`config.mk`:
```
export PLATFORM = sky130hd
export DESIGN_NAME = serial_sub_ctrl
export DESIGN_NICKNAME = d
export VERILOG_FILES = /design/src/rtl/serial_sub_ctrl.sv
export SDC_FILE = /design/constraint.sdc
export NUM_CORES = 1
export LEC_CHECK = 0
export BUFFER_PORTS_ARGS = -buffer_cell sky130_fd_sc_hd__clkbuf_2
export CAP_MARGIN = 20
export CORE_ASPECT_RATIO = 1.75
export CORE_MARGIN = 1
export CORE_UTILIZATION = 58
export DETAILED_ROUTE_END_ITERATION = 6
export PLACE_DENSITY = 0.88
export SLEW_MARGIN = 10
export SYNTH_ARGS = -nofsm -noshare
export SYNTH_HDL_FRONTEND = slang
export SYNTH_SLANG_ARGS = --single-unit
export TNS_END_PERCENT = 30
```
`constraint.sdc`:
```
create_clock -name clk -period 2.65 [get_ports clk]
set_input_delay 0.1325 -clock clk [delete_from_list [all_inputs] [get_ports clk]]
set_output_delay 0.1325 -clock clk [all_outputs]
set_load 0.01 [all_outputs]
```
`src/rtl/serial_sub_ctrl.sv`:
```
// serial_sub_ctrl: bit-serial WIDTH-bit subtractor controller.
// Feeds the 1-bit full-subtractor cell sub1 one operand bit per clock, LSB
// first, then publishes the difference, borrow-out and status flags together
// with a one-cycle done pulse.
// Optional feature macro: SERIAL_SUB_CMP_EN adds registered eq/lt_u/lt_s.

// 1-bit full subtractor: d = x - y - bi, bo = borrow out.
module sub1 (
    input  logic x,
    input  logic y,
    input  logic bi,
    output logic d,
    output logic bo
);
    // Pure combinational difference and borrow.
    always_comb begin
        d  = x ^ y ^ bi;
        bo = (~x & (y | bi)) | (y & bi);
    end
endmodule

module serial_sub_ctrl #(
    parameter int WIDTH = 8
) (
    input  logic             clk,
    input  logic             rst_n,
    input  logic             start,
    input  logic [WIDTH-1:0] a,
    input  logic [WIDTH-1:0] b,
    input  logic             bin,
    output logic             busy,
    output logic             done,
    output logic [WIDTH-1:0] diff,
    output logic             bout,
    output logic             zero,
    output logic             neg,
`ifdef SERIAL_SUB_CMP_EN
    output logic             eq,
    output logic             lt_u,
    output logic             lt_s,
`endif
    output logic             ovf
);
    localparam int CW = (WIDTH > 2) ? $clog2(WIDTH) : 1;
    localparam logic [CW-1:0] LAST = CW'(WIDTH - 1);

    typedef enum logic [1:0] {IDLE, RUN, DONE} state_t;

    state_t           state;
    logic [WIDTH-1:0] a_sh;
    logic [WIDTH-1:0] b_sh;
    logic [WIDTH-1:0] diff_sh;
    logic             brw;
    logic [CW-1:0]    cnt;
`ifdef SERIAL_SUB_CMP_EN
    logic             bin_cap;
`endif

    logic             cell_d;
    logic             cell_b;
    logic [WIDTH-1:0] diff_nxt;

    sub1 u_cell (
        .x  (a_sh[0]),
        .y  (b_sh[0]),
        .bi (brw),
        .d  (cell_d),
        .bo (cell_b)
    );

    // Result register after this cycle's shift: new diff bit enters at the MSB.
    always_comb begin
        diff_nxt = {cell_d, diff_sh[WIDTH-1:1]};
    end

    // Control FSM with datapath shift registers and registered result outputs.
    always_ff @(posedge clk or negedge rst_n) begin
        if (!rst_n) begin
            state   <= IDLE;
            a_sh    <= '0;
            b_sh    <= '0;
            diff_sh <= '0;
            brw     <= 1'b0;
            cnt     <= '0;
            busy    <= 1'b0;
            done    <= 1'b0;
            diff    <= '0;
            bout    <= 1'b0;
            zero    <= 1'b0;
            neg     <= 1'b0;
            ovf     <= 1'b0;
`ifdef SERIAL_SUB_CMP_EN
            bin_cap <= 1'b0;
            eq      <= 1'b0;
            lt_u    <= 1'b0;
            lt_s    <= 1'b0;
`endif
        end else begin
            case (state)
                IDLE: begin
                    if (start) begin
                        a_sh  <= a;
                        b_sh  <= b;
                        brw   <= bin;
                        cnt   <= '0;
                        busy  <= 1'b1;
                        state <= RUN;
`ifdef SERIAL_SUB_CMP_EN
                        bin_cap <= bin;
`endif
                    end
                end
                RUN: begin
                    a_sh    <= a_sh >> 1;
                    b_sh    <= b_sh >> 1;
                    diff_sh <= diff_nxt;
                    brw     <= cell_b;
                    if (cnt == LAST) begin
                        // Last bit: brw is the borrow into the MSB, so signed
                        // overflow is the carry-in/carry-out disagreement.
                        state <= DONE;
                        done  <= 1'b1;
                        diff  <= diff_nxt;
                        bout  <= cell_b;
                        zero  <= (diff_nxt == '0);
                        neg   <= cell_d;
                        ovf   <= brw ^ cell_b;
`ifdef SERIAL_SUB_CMP_EN
                        eq    <= (diff_nxt == '0) && !bin_cap;
                        lt_u  <= cell_b && !bin_cap;
                        lt_s  <= cell_d ^ (brw ^ cell_b);
`endif
                    end else begin
                        cnt <= cnt + 1'b1;
                    end
                end
                DONE: begin
                    state <= IDLE;
                    done  <= 1'b0;
                    busy  <= 1'b0;
                end
                default: begin
                    state <= IDLE;
                    done  <= 1'b0;
                    busy  <= 1'b0;
                end
            endcase
        end
    end
endmodule

```
==> results.toml <==
[run_status]
status = "finished, violations left"
violations = "DRC"

[grt]
grt_pass1_vias = 1333
grt_first_pass_wirelength_mm = 5.63
grt_usage = 0.238
grt_max_degree = 43
grt_overflow = 0
antenna_found_initial = 0

[placed_design]
numPortBuffers = 33
hpwl_mm = 2.49
gp_congestion = 0.842

[synth]
synthDistinctLibCells = 27
synthAdderAreaFrac = 0.0250
async_flop_share = 1.00
synth.area.mux_share = 0.0957
synth-seq-cells = 42
synth_xor_area_frac = 0.00485
synth_fp_nets = 195
synth_ff_type = "dfrtp_1"
synth.cell_area_um2 = 1800
synthSimpleGateAreaFrac = 0.172
syn_avg_cell_area_um2 = 10.5
yosysWarnings = 0
yosysSeqAreaShare = 0.583
synth_compound_area_frac = 0.0798
synth_top_family_by_area = "simple AND/OR/NAND/NOR gates"
synth_edf_count = 0
netlist_instances = 172

[sta]
relSlewSlack = 0.749
finClkSkew_ns = 0.0111
setup_violations = 0
finalCritPeriodShare = 0.601
fin_tns_setup_ns = 0
rsz0062_at_grt = "no"
finalHoldViolCount = 0
max_freq_mhz = 628
worst_pin_slew_ns = 0.375
layout_min_cycle_time_ns = 1.59
holdWs_ns = 0.0943
maxSlewViolCount = 0

[job]
maxCapViolations = 0

[setup_path]
r2r-end = "bout$_DFFE_PN0P_"
endpoint_kind = "flop"
cp_cell_sequence = "ha_1 > ha_1 > nand3b_2 > mux2_2"
r2r-start = "cnt[0]$_DFFE_PN0P_"
critPathBufInv = 0
critPathSlowestCell = "dfrtp_1"
crit_fanout = 15
cp_top_family = "adder cells"
cpPeakStageDelay_ns = 0.39
r2r_slack_ns = 1.06
cpMostUsedCell = "ha_1"
cp.arrival_ns = 1.78
critPathLaunchType = "flop"
crit_required_ns = 2.84
crit_type = "reg -> reg"
r2r.worst_path.cells = 4

[clock_tree]
clk_latency_ns = 0.30
cts.sinks = 42
post_cts_buffers = 0
cts_tree = "yes"
htree_levels = 2
ctsResizeCount = 0
ctsLongestPathBuffers = 2
cts_root_buf = "clkbuf_8"
clkTransAtPathRegs_ns = 0.08
cts_inserted_buffers = 5

[finish]
layout-area-overhead-vs-synth_pct = 16.4
post-route-util = 0.718
n_antenna_cell = 0
final_layout_size_suffix_gt1_frac = 0.246
nets = 230

[min_path]
min_to = "b_sh[7]$_DFFE_PN0P_"
hold_path_class = "in -> reg"
min_path_cells = 2
min_from = "b[7]"

[routing]
met3_length_um = 115
initialDrtViolationCount = 34
firstDrtPassIters = 7
top_layer = "met4"
wirelength_mm = 3.41
ant_nets = 0
viasPerCell = 5.51
post-route-drc-count = 1
met1_length_mm = 1.24
wl_met2_mm = 1.98
via_count = 1296
wire_per_inst_um = 14.5

[die]
rows = 26
dieArea_um2 = 3350
core_area_um2 = 2930
die_y_um = 75.8
io_pins = 34
fp.dieW_um = 44.2
start_util = 0.616

[power_and_ir_drop]
p_per_area_nw_per_um2 = 1220
ir_drop_uv = 665
p_leak_nw = 1.13
[cell type report]
cell class	instances	area, um2
well taps	28	35.0
fillers	212	827
clock inverters	1	30.0
multi-input cells	118	684
repair buffers	36	203
clock buffers	6	82.6
inverters	4	15.0
flip-flops and latches	42	1050
[through the flow]
stage	total power, W	setup WS (ns)	cells	area [um2]
after detailed placement	0.00207	1.06	226	1960
after CTS	0.00258	1.05	233	2070
final	0.00256	1.06	235	2100
after global routing	0.00275	0.967	235	2100
after global placement	0.00196	1.12	226	1960
after floorplan	0.00181	1.26	172	1800
[power by group]
part	total [W]	internal [W]	switching [W]
Combinational	0.000936	0.000423	0.000513
Clock	0.000511	0.000301	0.000210
Sequential	0.00112	0.000922	0.000194
Total	0.00256	0.00165	0.000917
[worst register-to-register path, delay by kind of cell, from the launching register on]
kind	cells	cell delay [ns]
adder cells (fa/ha/maj)	2	0.40
AND/OR/NAND/NOR	1	0.31
flip-flops	1	0.39
multiplexers	1	0.39
[cells in the final DEF (no fill, tap or decap), types with 2 or more instances in the layout]
cell type	synthesis	routed
ha_1	2	2
clkbuf_2	0	33
mux2i_1	15	15
nor2b_1	2	2
dfrtp_1	42	42
inv_2	3	3
nand2_1	60	60
mux2_2	2	2
nor2_1	3	3
a22o_1	2	2
clkbuf_8	0	6
o21ai_1	19	19
[Yosys cell counts, types with 2 or more instances]
master	n	area, um2
inv_2	3	11.3
nor2_1	3	11.3
nand2_1	60	225
ha_1	2	25.0
nor2b_1	2	12.5
buf_2	4	20.0
buf_6	2	22.5
dfrtp_1	42	1050
buf_4	2	15.0
mux2i_1	15	150
o21ai_1	19	95.1
mux2_2	2	22.5
a22o_1	2	17.5
[timing repair]
item,CTS,global route
hold endpoints to repair,0,12
hold buffers,0,1
endpoints found under the setup margin,0,0
[per-layer routing]
layer	up-vias	track usage
li1	635	-
met1	622	0.246
met2	33	0.428
met3	6	0.0592
met4	0	0.135
met5	-	0
[registers in the layout, indices dropped and copies added (netlist names)]
signal,count
diff_sh,7
cnt,3
diff,8
state,2
ovf,1
a_sh,8
busy,1
b_sh,8
done,1
zero,1
bout,1
brw,1
[cell families (layout without fill, tap and decap cells)]
logic type      after synthesis  after routing
compound gates               25             25
mux                          17             17
flops                        42             42
fa+ha+maj                     3              3
simple gates                 72             72
buf+inv                      12             47
xor+xnor                      1              1
[how the worst max path moves through the flow]
stage | startpoint | to | slack (ns) | depth (start not counted)
detailed placement | cnt[0]$_DFFE_PN0P_ | bout$_DFFE_PN0P_ | 1.06 | 4
finish | cnt[0]$_DFFE_PN0P_ | bout$_DFFE_PN0P_ | 1.06 | 4
floorplan | brw$_DFFE_PN0P_ | zero$_DFFE_PN0P_ | 1.26 | 4
global route | cnt[0]$_DFFE_PN0P_ | cnt[0]$_DFFE_PN0P_ | 0.97 | 5
global placement | cnt[0]$_DFFE_PN0P_ | bout$_DFFE_PN0P_ | 1.12 | 4
CTS | cnt[0]$_DFFE_PN0P_ | bout$_DFFE_PN0P_ | 1.05 | 4
No activity file was read; power rests on OpenSTA's default activity.
